===== config.mk =====
export PLATFORM = sky130hd
export DESIGN_NAME = rd_mutex_scoreboard
export DESIGN_NICKNAME = d
export VERILOG_FILES = /design/src/rtl/rd_mutex_scoreboard.sv
export SDC_FILE = /design/constraint.sdc
export NUM_CORES = 1
export LEC_CHECK = 0
export BUFFER_PORTS_ARGS = -buffer_cell sky130_fd_sc_hd__clkbuf_2
export CORE_MARGIN = 1.5
export CORE_UTILIZATION = 60
export DETAILED_ROUTE_END_ITERATION = 10
export GPL_ROUTABILITY_DRIVEN = 0
export PLACE_DENSITY = 0.86
export SKIP_CTS_REPAIR_TIMING = 1
export SLEW_MARGIN = 10
export SYNTH_ARGS = -nofsm -noshare
export SYNTH_HDL_FRONTEND = slang
export SYNTH_SLANG_ARGS = --single-unit
export TNS_END_PERCENT = 30

===== constraint.sdc =====
create_clock -name clk -period 5.15 [get_ports clk]
set_input_delay 1.03 -clock clk [delete_from_list [all_inputs] [get_ports clk]]
set_output_delay 1.03 -clock clk [all_outputs]
set_load 0.01 [all_outputs]

===== src/rtl/rd_mutex_scoreboard.sv =====
// In-order scoreboard of write-resource mutex vectors held between rd issue and wr retire; drives busy bits and rd stall.
// Optional macro RD_MUTEX_RETIRE_BYPASS_EN: a retiring or flushed entry stops contributing to busy in its own cycle.
module rd_mutex_scoreboard #(
  parameter int DEPTH = 4,
  parameter int MW    = 11
) (
  input  logic          clk,
  input  logic          rst_n,
  input  logic          i_rd_issue,
  input  logic [MW-1:0] i_rd_issue_mutex,
  input  logic          i_wr_retire,
  input  logic          i_wr_flush,
  input  logic [MW-1:0] i_rd_req,
  output logic          o_rd_issue_accept,
  output logic [MW-1:0] o_rd_mutex_busy,
  output logic          o_rd_mutex_stall,
  output logic [3:0]    o_sb_count,
  output logic          o_sb_full,
  output logic          o_sb_empty
);

  localparam int            PW         = (DEPTH > 1) ? $clog2(DEPTH) : 1;
  localparam logic [3:0]    CNT_MAX    = 4'(DEPTH);
  localparam logic [MW-1:0] ACTIVE_BIT = {1'b1, {(MW-1){1'b0}}};

  logic [MW-1:0] r_mutex [DEPTH];
  logic [DEPTH-1:0] r_valid;
  logic [PW-1:0]    r_wr_ptr;
  logic [PW-1:0]    r_rd_ptr;
  logic [3:0]       r_count;

  logic          w_push;
  logic          w_pop;
  logic          w_drop_head;
  logic [MW-1:0] w_busy;

  assign o_sb_count = r_count;
  assign o_sb_full  = (r_count == CNT_MAX);
  assign o_sb_empty = (r_count == 4'd0);

  // rst_n gates the combinational outputs so nothing leaks out while reset is held.
  assign o_rd_issue_accept = rst_n & i_rd_issue & (~o_sb_full | i_wr_retire) & ~i_wr_flush;
  assign w_push = o_rd_issue_accept;
  assign w_pop  = i_wr_retire & ~o_sb_empty & ~i_wr_flush;

`ifdef RD_MUTEX_RETIRE_BYPASS_EN
  assign w_drop_head     = i_wr_retire & ~o_sb_empty;
  assign o_rd_mutex_busy = i_wr_flush ? '0 : w_busy;
`else
  assign w_drop_head     = 1'b0;
  assign o_rd_mutex_busy = w_busy;
`endif

  always_comb begin
    w_busy = '0;
    for (int i = 0; i < DEPTH; i++) begin
      if (r_valid[i] && !(w_drop_head && (PW'(i) == r_rd_ptr))) begin
        w_busy = w_busy | r_mutex[i];
      end
    end
  end

  assign o_rd_mutex_stall = rst_n & ((|(o_rd_mutex_busy & i_rd_req)) | (i_rd_issue & ~o_rd_issue_accept));

  // Pop is applied before push so a full-queue push reuses the slot freed on the same edge.
  always_ff @(posedge clk or negedge rst_n) begin
    if (!rst_n) begin
      for (int i = 0; i < DEPTH; i++) r_mutex[i] <= '0;
      r_valid  <= '0;
      r_wr_ptr <= '0;
      r_rd_ptr <= '0;
      r_count  <= '0;
    end else if (i_wr_flush) begin
      r_valid  <= '0;
      r_wr_ptr <= '0;
      r_rd_ptr <= '0;
      r_count  <= '0;
    end else begin
      if (w_pop) begin
        r_valid[r_rd_ptr] <= 1'b0;
        r_rd_ptr          <= r_rd_ptr + PW'(1);
      end
      if (w_push) begin
        r_mutex[r_wr_ptr] <= i_rd_issue_mutex | ACTIVE_BIT;
        r_valid[r_wr_ptr] <= 1'b1;
        r_wr_ptr          <= r_wr_ptr + PW'(1);
      end
      if (w_push && !w_pop && (r_count != CNT_MAX)) begin
        r_count <= r_count + 4'd1;
      end else if (w_pop && !w_push && (r_count != 4'd0)) begin
        r_count <= r_count - 4'd1;
      end
    end
  end

endmodule


# Word-level counts from Yosys, hierarchy flattened
# Cells that the tools add are included.
dict set report totals {
  inputBits 27
  word_cells 79
  reg_bits 56
  out_inout_bits 19
}
dict set report op_classes {
  muxes 22
  n_bitwise 21
  add_sub_neg 4
  n_eq_ne 2
  magnitude_cmp 6
  n_reduce_logical 16
}
# cell count
set ops {}
lappend ops {{$mux W11} 5}
lappend ops {{$bwmux W44} 1}
lappend ops {{$or A11 B11 Y11} 3}
lappend ops {{$mux W4} 7}
lappend ops {{$demux W11 S2} 1}
lappend ops {{$and A11 B11 Y11} 1}
lappend ops {{$reduce_or A11 Y1} 1}
lappend ops {{$mux W2} 4}
lappend ops {{$and A1 B1 Y1} 7}
lappend ops {{$logic_and A1 B1 Y1} 7}
lappend ops {{$lt A2 B3 Y1 const B} 2}
lappend ops {{$add A2 B1 Y2 const B} 2}
lappend ops {{$add A4 B1 Y4 const B} 1}
lappend ops {{$and A4 B4 Y4} 1}
lappend ops {{$demux W1 S2} 2}
lappend ops {{$eq A4 B3 Y1 const B} 1}
lappend ops {{$ge A2 B1 Y1 const B} 2}
lappend ops {{$logic_not A4 Y1} 1}
lappend ops {{$ne A4 B3 Y1 const B} 1}
lappend ops {{$not A1 Y1} 4}
lappend ops {{$not A4 Y4} 1}
lappend ops {{$or A4 B4 Y4} 1}
lappend ops {{$reduce_bool A2 Y1} 2}
lappend ops {{$reduce_bool A4 Y1} 1}
lappend ops {{9 further kinds} 12}

# Logic depth before layout (Yosys ltp)
# Gate-level depths: netlist of run 1.
dict set report logic_depth {
  depth_word 11
  ltp_mapped 10
  depth_no_buf 9
}

# Worst setup path after synthesis of run 1
# Ideal clock, no wire load.
dict set report synth_timing {
  path_type {input-to-output}
  start {in rst_n}
  end {out o_rd_mutex_stall}
  required_ps 4120
  t_arrival_ps 2143
  path_stages 4
  setup_slack_ps 1977
  path_buffers 0
  cell_sequence {nand2_1 > a211oi_1 > o21ai_0 > o21a_1}
}
dict set report synth_via {
  elab_chain_cells 7
}
# element line
set synth_rtl {}
lappend synth_rtl {{from (decl)} 8} ;# input logic rst_n,
lappend synth_rtl {{$and A1 B1 Y1 (3 in series)} 42} ;# assign o_rd_issue_accept = rst_n & i_rd_issue & (~o_sb_full | i_wr_retire) & ~i_wr_flush;
lappend synth_rtl {{net o_rd_issue_accept} 14} ;# output logic o_rd_issue_accept,
lappend synth_rtl {{$not A1 Y1} 63} ;# assign o_rd_mutex_stall = rst_n & ((|(o_rd_mutex_busy & i_rd_req)) | (i_rd_issue & ~o_rd_issue_accept));
lappend synth_rtl {{$and A1 B1 Y1} 63}
lappend synth_rtl {{$or A1 B1 Y1} 63}
lappend synth_rtl {{$and A1 B1 Y1} 63}
lappend synth_rtl {{to (decl)} 16} ;# output logic o_rd_mutex_stall,
# The timed path passes the listed nets, and every way through them passes these cells.

# Final worst setup path of run 1
dict set report layout_timing {
  start {in rst_n}
  end {out o_rd_mutex_stall}
}
dict set report layout_via {
  elab_chain_cells 7
}
# element line
set layout_rtl {}
lappend layout_rtl {{$and A1 B1 Y1 (3 in series)} 42}
lappend layout_rtl {{$not A1 Y1} 63}
lappend layout_rtl {{$and A1 B1 Y1} 63}
lappend layout_rtl {{$or A1 B1 Y1} 63}
lappend layout_rtl {{$and A1 B1 Y1 *} 63}
# Every way passes the cells marked *; elsewhere a longest branch is shown, timed or not.

==> run metrics, run 1 <==
outcome=finished, final reports clean; Num CTS Buffers=5; Avg Vias per Cell=slightly below 6; Hold EP=r_mutex[21]; DRC=0; Hold Path Depth=1; Critical Path Source Type=primary input; global route total overflow=0; max-cap viol count=0; crit path capture type=output pin; Worst-Margin Slew=711.4 ps; total track usage=0.2422; Die Wd=between 60 and 70 µm; post-route ant nets=0; mux contribution to synthesized area=0.1751; Fin. Hold Viols=0; reg-to-reg endpoint=o_sb_count[3]; Reg clk slew, reported paths=about 90 ps; Final Skew=between 4 and 5 ps; share of cells above drive strength 1=0.3640; CTS tree=yes; DR iter-0 viols=between 100 and 150; Initial Util=0.6212; FFs w/ async S/R, synth=1.000; largest net degree at the start of global routing=58; fin. max-slew vios=0; Area Overhead vs Synth=12.81%; first-pass GRT wire length=9156 µm; Fillers=roughly 310; Post-Synth Simple-Gate Area=0.09176; Synth Area in Adders=0.05403; die height=approximately 70 µm; Netlist cell types=31; drt first pass iters=4; H-tree depth=2; Clock Latency Late Sink=310 ps; combinational family with the most area after synthesis=multiplexers; length in cells of the worst reg-to-reg path=9; Required @ worst endpoint=slightly above 4000 ps; CP Class=primary input to output pin; register area share after synthesis=0.5217; dpl hpwl=3766 µm; syn_area_per_cell=between 10 and 15 µm²; Mapped Cells=between 200 and 250; Max FO, Critical Path=6; num ports=46; num rows=24; Die ar.=4887 µm²; Synth Warn #=0; initial antenna violation count=0; mapped cell area=2686 µm²; WL/cell=17.58 µm; Synth Area in Compound Gates=0.1062; post-layout min period=~3500 ps; P_leak=around 1.5 nW; EDFF count, synth=0; PortBufs=44; CP arrival=2520 ps; Hold Crit Class=flip-flop to flip-flop; post-route setup TNS=0 ps; final worst path period share=0.6891; maximum clock path buffer count=2; antenna cells=0; Seq cells post-synth=56; vias post-DR=roughly 1,800; Synth Area in XOR/XNOR=0.01630; vias in the first global route=roughly 1,900; unrepaired setup endpoints after global routing=no; achievable clock frequency=roughly 280 MHz; post-place setup slack=roughly 1600 ps; predominant post-synthesis flop cell=dfrtp_1; pwr/cell area=roughly 420 nW/µm²; Mapped Nets=256; Layout Nets=298; flop2flop setup slack=roughly 2300 ps; core area=roughly 4300 µm²; worst r2r src=o_sb_count[1]; final wirelength=between 5000 and 6000 µm; PnR worst setup slack=1601 ps; hold_sp=r_mutex[21]; clk sinks=56; Root Driver=clkbuf_8; Slew headroom=0.5257; Setup violations, final=0; peak supply drop=between 0.3 and 0.4 mV
final cells by class:
type | count | area [µm²] | area share
Clock buffer | 6 | 72.57 | 0.02395
Inverter | 9 | 33.78 | 0.01115
Multi-Input combinational cell | 143 | 1191 | 0.3931
Timing Repair Buffer | 45 | 227.7 | 0.07514
Tap cell | 52 | 65.06 | 0.02147
Clock inverter | 2 | 38.79 | 0.01280
Sequential cell | 56 | 1401 | 0.4624
Yosys cell counts, types with 2 or more instances:
cell type,n,area share
a211oi_1,2,0.0056
a21oi_1,4,0.0075
a22oi_1,26,0.073
buf_2,4,0.0075
clkbuf_1,4,0.0056
dfrtp_1,56,0.52
ha_1,10,0.047
inv_1,9,0.013
mux2_2,40,0.17
mux2i_1,2,0.0075
nand2_1,24,0.034
nand2b_1,4,0.0093
nand3b_1,4,0.011
nor2_1,7,0.0098
o21ai_0,2,0.0037
xnor2_1,5,0.016
worst max path at each step:
stage	start	endpoint	slack, ps	depth (start not counted)
2_1_floorplan	rst_n	o_rd_mutex_stall	1980	4
3_3_place_gp	rst_n	o_rd_mutex_stall	1720	6
3_5_place_dp	rst_n	o_rd_mutex_stall	1650	6
4_1_cts	rst_n	o_rd_mutex_stall	1640	6
5_1_grt	rst_n	o_rd_mutex_stall	1530	6
6_report	rst_n	o_rd_mutex_stall	1600	6
state kept, by name, summed over array words and instances, names as in the netlist:
register	flops
r_wr_ptr	2
o_sb_count	4
r_valid	4
r_rd_ptr	2
r_mutex	44
critical path, stage by stage:
cell and delay, ps:
clkbuf_2 130, nand2_1 160, a211oi_1 630, o21ai_0 230
o21a_1 220, clkbuf_2 120
logic make-up (layout without fill, tap and decap cells):
logic type	count (synthesis)	after routing
flops	56	56
simple gates	46	46
mux	42	42
compound gates	39	39
buf+inv	19	62
fa+ha+maj	11	11
xor+xnor	5	5
metrics by stage:
step                      hold slack, ps  power [mW]  utilization  std cells  cell area [µm²]
final                              489.9       1.287       0.7008        313             3030
after global routing               520.0       1.369       0.7008        313             3030
after CTS                          484.3       1.297       0.7008        313             3030
after detailed placement           454.8       1.008       0.6751        305             2919
after global placement             450.2      0.9820       0.6751        305             2919
after floorplan                    435.4      0.8928            -        218             2686
power by group:
group,total [mW],switching [mW],internal [mW]
combinational,0.364,0.177,0.187
sequential,0.634,0.0881,0.546
clock,0.289,0.142,0.147
total,1.29,0.407,0.880
metal layers:
metal | track usage | part of all wire | up-vias
met3 | 0.05339 | 0.047 | 10
li1 | - | - | 863
met4 | 0.1026 | 0.019 | 0
met1 | 0.3203 | 0.43 | 924
met5 | 0 | 0 | -
met2 | 0.3884 | 0.50 | 45
layout by cell type, fill, tap and decap left out, drive strengths merged, types with 2 or more instances in the layout:
cell,instances
dfrtp,56
clkbuf,50
mux2,40
a22oi,26
nand2,24
ha,10
inv,10
nor2,7
xnor2,5
nand3b,4
nand2b,4
a21oi,4
a211oi,2
o21ai,2
mux2i,2
nor4,2
a21o,2
Power figures use the tool's default switching activity.
==> run 2: changes to the inputs <==
CORE_UTILIZATION = 55   (was 60)
PLACE_DENSITY = 0.8   (was 0.86)
clock period = 3.28 ns   (was 5.15 ns; I/O delays follow)
==> run 2 against run 1 <==
  * Die area is 8.7% higher
  * Flip-flop and latch count did not move
  * Cell count is 5.1% higher
  * Clock power grew 38%
  * Count of clock-buffer cells in the layout down 1
  * Wire length is 4.6% lower
  * Sequential share of layout area fell by 0.17 points
  * First-iteration DRC count fell by 13%
==> run metrics, run 2 (synthesis gave the netlist of run 1 again) <==
die height=72.89 µm (+4.3%); most frequent cells in the layout=dfrtp_1, clkbuf_2, mux2_2, a22oi_1, nand2_1; peak supply drop=0.4866 mV (+59%); Fin. Hold Viols=0 (unchanged); Max FO, Critical Path=10 (+4); CP arrival=3160 ps (+640 ps); Biggest register=r_mutex; Clock Latency Late Sink=320 ps (about the same); Critical Path Source Type=flip-flop; fin. max-slew vios=0 (unchanged); PortBufs=44 (unchanged); DR iter-0 viols=130 (-13%); worst setup path end=o_sb_count[3]; GRT met3 Usage=0.05663 (+0.003239); crit path capture type=flip-flop; max FFs per register=44 (unchanged); final hold slack=489.2 ps (-0.7380 ps); post-route setup TNS=0 ps (unchanged); drt first pass iters=5 (+1); worst r2r src=o_sb_count[1]; pwr/cell area=644.9 nW/µm² (+52%); global route total overflow=0 (unchanged); DRC=0 (unchanged); sequential share of power=0.506 (+0.014); CTS tree=yes; Area Overhead vs Synth=13.23%; largest net degree at the start of global routing=58 (unchanged); Fillers=370 (+18%); clk sinks=56 (unchanged); switching share of total power=0.3335 (+0.01740); Most Crowded Layer GR=met2; commonest non-fill, non-tap cell in the layout=dfrtp_1; design area=3042 µm² (+0.37%); footprint of the multi-input gates=1191 µm² (unchanged); Clock power frac=0.203 (-0.021); vias post-DR=1,830 (-0.65%); achievable clock frequency=around 340 MHz; Num CTS Buffers=5 (unchanged); Pint=1.307 mW (+49%); max-cap viol count=0 (unchanged); Die ar.=5312 µm² (+8.7%); final wirelength=5247 µm (-4.6%); post-layout total power=1.962 mW (+52%); num rows=25 (+4.2%); Worst-Margin Slew=708.9 ps (-2.504 ps); post-place setup slack=401.5 ps (-1245 ps); Die Wd=72.89 µm (+4.3%); Root Driver=clkbuf_8; final worst path period share=0.8899; length in cells of the worst reg-to-reg path=9 (unchanged); flop2flop setup slack=360 ps (-1920 ps); maximum clock path buffer count=2 (unchanged); first-pass GRT wire length=8487 µm (-7.3%); reg-to-reg endpoint=o_sb_count[3]; PnR worst setup slack=361.0 ps (-1240 ps); post-layout min period=approximately 3000 ps; Avg Vias per Cell=5.562 (-5.5%); Post-Place Cells=321 (+5.2%); Hold Crit Class=flip-flop to flip-flop; WL/cell=15.95 µm (-9.3%); initial antenna violation count=0 (unchanged); fin util=0.6440 (-0.05684); Final Skew=7.023 ps (+2.792 ps); core area=4723 µm² (+9.2%); H-tree depth=2 (unchanged); crit path launch=o_sb_count[1]; vias in the first global route=1,780 (-5.7%); total track usage=0.2131 (-0.02901); dpl hpwl=3643 µm (-3.3%); share of cells above drive strength 1=0.3702 (+0.006244); unrepaired setup endpoints after global routing=no; Comb power frac=0.291 (+0.008); Required @ worst endpoint=3520 ps (-600 ps); post-route ant nets=0 (unchanged); Layout Nets=299 (+0.34%); Sw Pwr=0.6541 mW (+61%); Reg clk slew, reported paths=110 ps (+20 ps); num ports=46 (unchanged); met2 usage=0.3405 (-0.04789); Cell Count, Final, Fillers Out=329 (+5.1%); antenna cells=0 (unchanged); outcome=finished, final reports clean; placement-stage cell area=2945 µm² (+0.90%); P_leak=1.526 nW (-0.28%); Setup violations, final=0 (unchanged); met1 Use GR=0.2853 (-0.03495); Seq. cell area=1401 µm² (unchanged); Slew headroom=0.5274 (+0.001669); Initial Util=0.5687 (-0.05250); CP Class=flip-flop to flip-flop
==> run 2: changes by cell type in the layout (fill, tap and decap cells not counted) <==
cell	delta
inv_8	+1
clkinv_4	+1
buf_4	+1
bufinv_16	-1
inv_6	-1
clkbuf_1	-1
clkinvlp_4	+1
==> run 2: layout make-up <==
type	instances	area share
Inverter	9	0.01111
Timing Repair Buffer	46	0.07733
Tap cell	67	0.02756
Multi-Input combinational cell	143	0.3916
Clock buffer	5	0.02262
Clock inverter	3	0.009050
Sequential cell	56	0.4607
==> run 2: layer usage <==
layer	up-vias	share of wire
met4	0	0.018
met1	916	0.45
met3	9	0.046
met5	-	0
li1	862	-
met2	43	0.49
==> run 2: power by group through the flow <==
stage | Combinational (mW) | Clock (mW) | Sequential (mW)
after floorplan | 0.430 | 0 | 0.972
after global placement | 0.553 | 0 | 0.993
after detailed placement | 0.575 | 0 | 1.01
after CTS | 0.579 | 0.404 | 0.990
after global routing | 0.645 | 0.440 | 1.01
final | 0.571 | 0.398 | 0.992
==> run 2: how the worst min path moves through the flow <==
stage	startpoint	end	slack [ps]	cells past startpoint
floorplan	rst_n	o_sb_count[0]	360	0
global placement	r_mutex[32]	r_mutex[32]	450	1
detailed placement	r_mutex[32]	r_mutex[32]	460	1
CTS	r_mutex[32]	r_mutex[32]	490	1
global route	r_mutex[43]	r_mutex[43]	520	1
finish	r_mutex[32]	r_mutex[32]	490	1
==> run 2: critical path, stage by stage, from the launching register on <==
cell	delay, ps
dfrtp_1	480
o41a_1	630
nor4_4	400
inv_1	120
ha_1	290
a21o_2	210
a21oi_1	170
xnor2_1	100
or3_1	320
a21oi_1	140
==> run 3: changes to the inputs <==
CELL_PAD_IN_SITES_DETAIL_PLACEMENT = 0   (was not set)
CELL_PAD_IN_SITES_GLOBAL_PLACEMENT = 2   (was not set)
CORE_UTILIZATION = 37   (was 55)
PLACE_DENSITY = 0.81   (was 0.8)
RECOVER_POWER = 100   (was not set)
==> run 3 against run 2 <==
  * Setup slack lost 54 ps
  * First-iteration DRC count shrank 47%
  * Clock skew grew 2.5 ps
  * Critical endpoint is now o_rd_mutex_stall
==> run metrics, run 3 (synthesis gave the netlist of run 1 again) <==
outcome=finished, final reports clean; peak supply drop=0.3373 mV (-31%); initial antenna violation count=0 (unchanged); max FFs per register=44 (unchanged); vias post-DR=1,828 (-0.11%); Biggest register=r_mutex; length in cells of the worst reg-to-reg path=9 (unchanged); H-tree depth=2 (unchanged); Fin. Hold Viols=0 (unchanged); drt first pass iters=4 (-1); pwr/cell area=638.0 nW/µm² (-1.1%); Final Skew=9.519 ps (+2.496 ps); Num CTS Buffers=5 (unchanged); share of cells above drive strength 1=0.2939 (-0.07634); final wirelength=5666 µm (+8.0%); CP Class=flip-flop to output pin; DR iter-0 viols=69 (-47%); Die ar.=7780 µm² (+46%); fin. max-slew vios=0 (unchanged); Hold Crit Class=flip-flop to flip-flop; Avg Vias per Cell=5.106 (-8.2%); most frequent cells in the layout=dfrtp_1, mux2_2, a22oi_1, clkbuf_2, nand2_1; Hold Path Depth=1 (unchanged); unrepaired setup endpoints after global routing=no; Clock Latency Late Sink=320 ps (about the same); post-layout min period=2973 ps (+54.07 ps); dpl hpwl=3850 µm (+5.7%); first-pass GRT wire length=9066 µm (+6.8%); final worst path period share=0.9064 (+0.01648); achievable clock frequency=336.4 MHz (-1.8%); Layout Nets=299 (unchanged); vias in the first global route=1,743 (-2.1%); flop2flop setup slack=360 ps (about the same); num rows=30 (+20%); PortBufs=44 (unchanged); CP arrival=2320 ps (-840 ps); maximum clock path buffer count=2 (unchanged); core area=6907 µm² (+46%); antenna cells=0 (unchanged); post-route ant nets=0 (unchanged); num ports=46 (unchanged); commonest non-fill, non-tap cell in the layout=dfrtp_1; Initial Util=0.3889 (-0.1798); Required @ worst endpoint=2620 ps (-900 ps); Reg clk slew, reported paths=110 ps (about the same); total track usage=0.1572 (-0.05596); Fillers=706 (+91%); max-cap viol count=0 (unchanged); post-layout total power=1.945 mW (-0.87%); global route total overflow=0 (unchanged); largest net degree at the start of global routing=58 (unchanged); die height=88.21 µm (+21%); CTS tree=yes; P_leak=1.458 nW (-4.4%); clk sinks=56 (unchanged); WL/cell=15.83 µm (-0.76%); Max FO, Critical Path=12 (+2); PnR worst setup slack=307.0 ps (-54.07 ps); crit path capture type=output pin; Area Overhead vs Synth=13.46%; Die Wd=88.21 µm (+21%); worst r2r src=o_sb_count[1]; DRC=0 (unchanged); Critical Path Source Type=flip-flop; Root Driver=clkbuf_8; fin util=0.4413 (-0.2027); reg-to-reg endpoint=o_sb_count[3]; Hold EP=r_mutex[43]; post-route setup TNS=0 ps (unchanged); Worst-Margin Slew=1389 ps (+680.1 ps); hold_sp=r_mutex[43]; Slew headroom=0.07396 (-0.4534); post-place setup slack=393.7 ps (-7.837 ps); final hold slack=478.0 ps (-11.20 ps); Setup violations, final=0 (unchanged)
run 3: worst max path at each step:
stage | startpoint | end | slack, ps | cells after the start
3_3_place_gp | o_sb_count[1] | o_sb_count[3] | 420 | 9
5_1_grt | rst_n | o_rd_mutex_stall | 80 | 4
4_1_cts | r_valid[2] | o_rd_mutex_stall | 260 | 6
3_5_place_dp | o_sb_count[1] | o_sb_count[3] | 390 | 9
6_report | r_valid[3] | o_rd_mutex_stall | 310 | 6
2_1_floorplan | o_sb_count[1] | o_sb_count[3] | 610 | 10
run 3: area by class of cell:
| cell class | count | area [µm²] | area share |
|---|---|---|---|
| clock buffer | 5 | 68.82 | 0.02258 |
| inverter | 9 | 33.78 | 0.01108 |
| clock inverter | 3 | 27.53 | 0.009031 |
| timing repair buffer | 46 | 205.2 | 0.06732 |
| multi-input combinational | 143 | 1191 | 0.3908 |
| sequential | 56 | 1401 | 0.4598 |
| tap | 96 | 120.1 | 0.03941 |
run 3: worst max-delay path, stage by stage, from the launching register on:
cell	delay (ps)
dfrtp_1	600
a22oi_1	250
nand2_1	100
a222oi_1	470
o21ai_0	240
o21a_1	210
clkbuf_2	130
run 3: where the power goes:
part | internal, mW | leakage, nW | switching (mW)
clock | 0.157 | 0.0463 | 0.243
combinational | 0.279 | 0.682 | 0.275
sequential | 0.856 | 0.730 | 0.135
total | 1.29 | 1.46 | 0.652
run 3: through the flow:
step / std cells / area [µm²]
2_1_floorplan: 218 / 2686
3_3_place_gp: 350 / 2982
3_5_place_dp: 350 / 2982
4_1_cts: 358 / 3078
5_1_grt: 358 / 3048
6_report: 358 / 3048
run 3: metal layers:
metal  vias up  wire, µm  track usage
met3         4       205      0.03110
met1       919      2737       0.2281
met4         0        58      0.04688
li1        863         -            -
met2        42      2664       0.2387
met5         -         0            0
